[config.mk]
export PLATFORM = sky130hd
export DESIGN_NAME = bus_arbiter
export DESIGN_NICKNAME = d
export VERILOG_FILES = /design/src/rtl/bus_arbiter.sv
export SDC_FILE = /design/constraint.sdc
export NUM_CORES = 1
export LEC_CHECK = 0
export CORE_UTILIZATION = 34
export DETAILED_ROUTE_END_ITERATION = 10
export PLACE_DENSITY = 0.86
export SYNTH_ARGS = -nofsm -noshare
export SYNTH_HDL_FRONTEND = slang
export SYNTH_SLANG_ARGS = --single-unit
[constraint.sdc]
create_clock -name clk -period 2.5 [get_ports clk]
set_input_delay 0.375 -clock clk [delete_from_list [all_inputs] [get_ports clk]]
set_output_delay 0.375 -clock clk [all_outputs]
set_load 0.05 [all_outputs]
[src/rtl/bus_arbiter.sv]
// Shares the 6502 memory bus between CPU and one DMA master; grant 1 cycle after a qualifying request, 1-cycle RECOVER turnaround.
// The CPU is stalled via cpu_rdy while the DMA owns the bus; optional stall counter under ARB_STALL_COUNT_EN.
module bus_arbiter #(
    parameter int MAX_BURST = 16,
    parameter int CPU_MIN   = 4
) (
    input  logic        clk,
    input  logic        rst,
    input  logic [15:0] cpu_address,
    input  logic        cpu_read_write,
    input  logic [7:0]  cpu_data_write,
    output logic        cpu_rdy,
    input  logic        dma_req,
    input  logic [15:0] dma_address,
    input  logic        dma_read_write,
    input  logic [7:0]  dma_data_write,
    output logic        dma_gnt,
    output logic        dma_ack,
`ifdef ARB_STALL_COUNT_EN
    output logic [15:0] stall_cycles,
`endif
    output logic [15:0] mem_address,
    output logic        mem_read_write,
    output logic [7:0]  mem_data_write
);

    localparam int BW = ($clog2(MAX_BURST + 1) > 1) ? $clog2(MAX_BURST + 1) : 1;
    localparam int GW = ($clog2(CPU_MIN + 1) > 1) ? $clog2(CPU_MIN + 1) : 1;
    localparam logic [BW-1:0] BURST_LAST = BW'(MAX_BURST - 1);
    localparam logic [GW-1:0] GAP_MIN    = GW'(CPU_MIN);

    typedef enum logic [1:0] {
        ST_CPU     = 2'd0,
        ST_DMA     = 2'd1,
        ST_RECOVER = 2'd2
    } state_t;

    state_t        state_q, state_d;
    logic [BW-1:0] burst_q, burst_d;
    logic [GW-1:0] gap_q, gap_d;

    always_ff @(posedge clk or negedge rst) begin
        if (!rst) begin
            state_q <= ST_CPU;
            burst_q <= '0;
            gap_q   <= '0;
        end else begin
            state_q <= state_d;
            burst_q <= burst_d;
            gap_q   <= gap_d;
        end
    end

    always_comb begin
        state_d        = state_q;
        burst_d        = burst_q;
        gap_d          = gap_q;
        cpu_rdy        = 1'b1;
        dma_gnt        = 1'b0;
        mem_address    = cpu_address;
        mem_read_write = cpu_read_write;
        mem_data_write = cpu_data_write;
        case (state_q)
            ST_CPU: begin
                if (gap_q < GAP_MIN) gap_d = gap_q + 1'b1;
                // A CPU write cycle is never stolen; only read cycles can hand over.
                if (dma_req && cpu_read_write && (gap_q >= GAP_MIN)) state_d = ST_DMA;
            end
            ST_DMA: begin
                cpu_rdy        = 1'b0;
                dma_gnt        = 1'b1;
                mem_address    = dma_address;
                mem_read_write = dma_read_write;
                mem_data_write = dma_data_write;
                if (dma_req) begin
                    burst_d = burst_q + 1'b1;
                    if (burst_q == BURST_LAST) state_d = ST_RECOVER;
                end else begin
                    state_d = ST_RECOVER;
                end
            end
            ST_RECOVER: begin
                // Hold the bus in a harmless read while the CPU takes its outputs back.
                cpu_rdy        = 1'b0;
                mem_read_write = 1'b1;
                mem_data_write = 8'h00;
                burst_d        = '0;
                gap_d          = '0;
                state_d        = ST_CPU;
            end
            default: state_d = ST_CPU;
        endcase
    end

    assign dma_ack = dma_gnt & dma_req;

`ifdef ARB_STALL_COUNT_EN
    logic [15:0] stall_q;

    always_ff @(posedge clk or negedge rst) begin
        if (!rst) begin
            stall_q <= 16'd0;
        end else if (!cpu_rdy && (stall_q != 16'hFFFF)) begin
            stall_q <= stall_q + 16'd1;
        end
    end

    assign stall_cycles = stall_q;
`endif

endmodule

==> results.toml, run 1 <==
[sta]
clock.fmax_mhz = 445
worst_pin_slew_ps = 480
finalSetupTns_ps = 0
setup_violations = 0
slew_headroom_pct = 68.2
clock_skew_ps = 4.52
finalMaxSlewViolations = 0
rsz0062_at_grt = "false"
holdWs_ps = 415
timing.final.crit_share_pct = 89.8
post-route-min-period_ps = 2240
hold_violations = 0
fin_ws_ps = 255

[worst_setup_path]
critPathRequiredTime_ps = 2120
critPathArrivalTime_ps = 1870
endpoint_kind = "output port"
worst-path-max-fanout = 9
crit_type = "reg -> out"
startpoint_type = "register"

[die]
boundaryPins = 81
fp.coreArea_um2 = 2520
initial_core_util_pct = 36.4
dieHeight_um = 53.9
die_w_um = 53.9
rows = 18
die-area_um2 = 2910

[synthesis]
yosysSeqAreaShare_pct = 27.3
syn_area_per_cell_um2 = 9.36
syn_nets = 157
synthTopCellsByArea = "dfrtp_1 27%, mux2_2 20%, a22o_1 11%"
ys_types = 29
yosysTopAreaCell = "dfrtp_1"
synth_edf_count = 0
synth_warnings = 0
ys_ff_latch = 10
synth_cells = 98
async_reset_ff_share_pct = 100
ys.flop_type = "dfrtp_1"
netlist_area_um2 = 917
synthMostInstantiatedCell = "mux2_2"
yosys-top-cells-count = "16 x mux2_2, 11 x a22o_1, 10 x dfrtp_1, 8 x inv_1"
yosysTopAreaCellShare_pct = 27.3

[power_and_ir_drop]
power.leakage_nw = 0.778
p_per_area_nw_per_um2 = 1390
ir_drop_mv = 1.38

[grt]
gr-usage-all-layers_pct = 22.3
use_met2_pct = 38.9
grt_pass1_vias = 1065
gr-usage-met3_pct = 9.04
grt_antenna_before_repair = 0
grt_overflow = 0
grt_pass1_wl_mm = 4.49
use_met1_pct = 24.9
grt_max_degree = 21
busiest_layer = "met2"

[drt]
drtPass1Iterations = 4
wl_mm = 3.15
dr_total_vias = 1072
drt_iter0_drc = 13
drc = 0
viasPerCell = 5.18
wl_per_cell_um = 15.2
antenna_left = 0

[placed_design]
place_ws_ps = 277
gp_congestion = 0.761
place_area_um2 = 1810
hpwl_mm = 2.73
io_buffers = 80

[flow_run]
max_cap_viol_count = 0

[clock_network]
postCtsSetupBuffers = 0
cts_tree = "yes"
insertion_delay_ps = 270
htree_levels = 1
clkSinkCount = 10
root_buffer = "clkbuf_4"
numCtsBuffers = 3
cts_buffer_depth = 2
clk_pin_slew_worst_paths_ps = 70

[finish]
post-route-util_pct = 72.6
seq_area_um2 = 250
syn_to_final_growth_pct = 99.6
multiInputGateArea_um2 = 602
drive_gt1_share_pct = 28.2
final_nets = 238
post-route-cell-area_um2 = 1830
antenna_cells = 0
fillers = 199

[hold_path]
hold_path.class = "in -> async"

[run_status]
status = "complete, no violations"
==> metrics by stage <==
step                power, W  cells
floorplan            0.00159     98
global placement     0.00239    204
detailed placement   0.00245    204
CTS                  0.00255    207
global route         0.00266    207
finish               0.00254    207
==> sequential cells by signal (all words and copies together), names as in the netlist <==
register  count
state_q       2
gap_q         3
burst_q       5
==> timing repair <==
action	CTS	global route
endpoints found under the setup margin	1	0
hold buffers	0	0
gates resized for setup	1	0
==> cell type report <==
class	count	area share, %
Multi-Input combinational cell	73	32.9
Sequential cell	10	13.7
Clock buffer	3	1.23
Inverter	9	1.85
Tap cell	30	2.05
Timing Repair Buffer	82	48.3
==> per-layer routing <==
| layer | part of all wire, % | vias up |
|---|---|---|
| li1 | - | 525 |
| met1 | 39 | 493 |
| met2 | 53 | 52 |
| met3 | 7.7 | 2 |
| met4 | 0.92 | 0 |
| met5 | 0 | - |
==> placed cells by master (no fill, tap or decap), types with 4 or more instances in the layout <==
master	n
o21ai_0	4
inv_1	8
ha_1	6
nand3_1	5
buf_4	18
a21oi_1	5
dfrtp_1	10
a22o_1	11
buf_12	11
clkdlybuf4s50_1	52
mux2_2	16
==> power breakdown <==
part	switching, W	internal (W)
Clock	0.0000560	0.0000557
Combinational	0.00124	0.000911
Sequential	0.0000631	0.000217
Total	0.00136	0.00118
==> worst max-delay path, stage by stage, from the launching register on <==
cell      delay [ps]
dfrtp_1          380
inv_1             90
ha_1             360
clkinv_1         260
a22o_1           350
buf_12           160
==> final timing paths <==
kind / start / end / slack (ps) / cells past startpoint
min in group clk: burst_q[4] / burst_q[4] / 500 / 1
worst min register to register: burst_q[4] / burst_q[4] / 500 / 1
worst max-delay path: state_q[0] / mem_data_write[7] / 260 / 5
worst min-delay path: rst / burst_q[3] / 420 / 1
max in group asynchronous: rst / state_q[0] / 1780 / 1
worst max register to register: state_q[0] / burst_q[3] / 830 / 5
==> cells by family after synthesis <==
logic type,Yosys count,share of synthesized area [%]
buffers and inverters,15,7.50
DFF,10,27.3
and+or+nand+nor,22,14.7
muxes,17,20.7
adders and majority gates,6,8.19
AOI/OAI and AO/OA,28,21.6
No activity file was read; power rests on OpenSTA's default activity.
==> inputs of run 2 (changes only) <==
--- a/config.mk
+++ b/config.mk
@@ -7,6 +7,7 @@
 export LEC_CHECK = 0
 export CORE_UTILIZATION = 34
 export DETAILED_ROUTE_END_ITERATION = 10
+export HOLD_SLACK_MARGIN = 0.05
 export PLACE_DENSITY = 0.86
 export SYNTH_ARGS = -nofsm -noshare
 export SYNTH_HDL_FRONTEND = slang
==> results of run 2 <==
Same layout as run 1: the final DEF is identical, and so are final timing and power.
==> inputs of run 3 (changes only) <==
--- a/config.mk
+++ b/config.mk
@@ -9,6 +9,7 @@
 export DETAILED_ROUTE_END_ITERATION = 10
 export HOLD_SLACK_MARGIN = 0.05
 export PLACE_DENSITY = 0.86
+export SLEW_MARGIN = 20
 export SYNTH_ARGS = -nofsm -noshare
 export SYNTH_HDL_FRONTEND = slang
 export SYNTH_SLANG_ARGS = --single-unit
==> results of run 3 <==
Same layout as run 1: the final DEF is identical, and so are final timing and power.
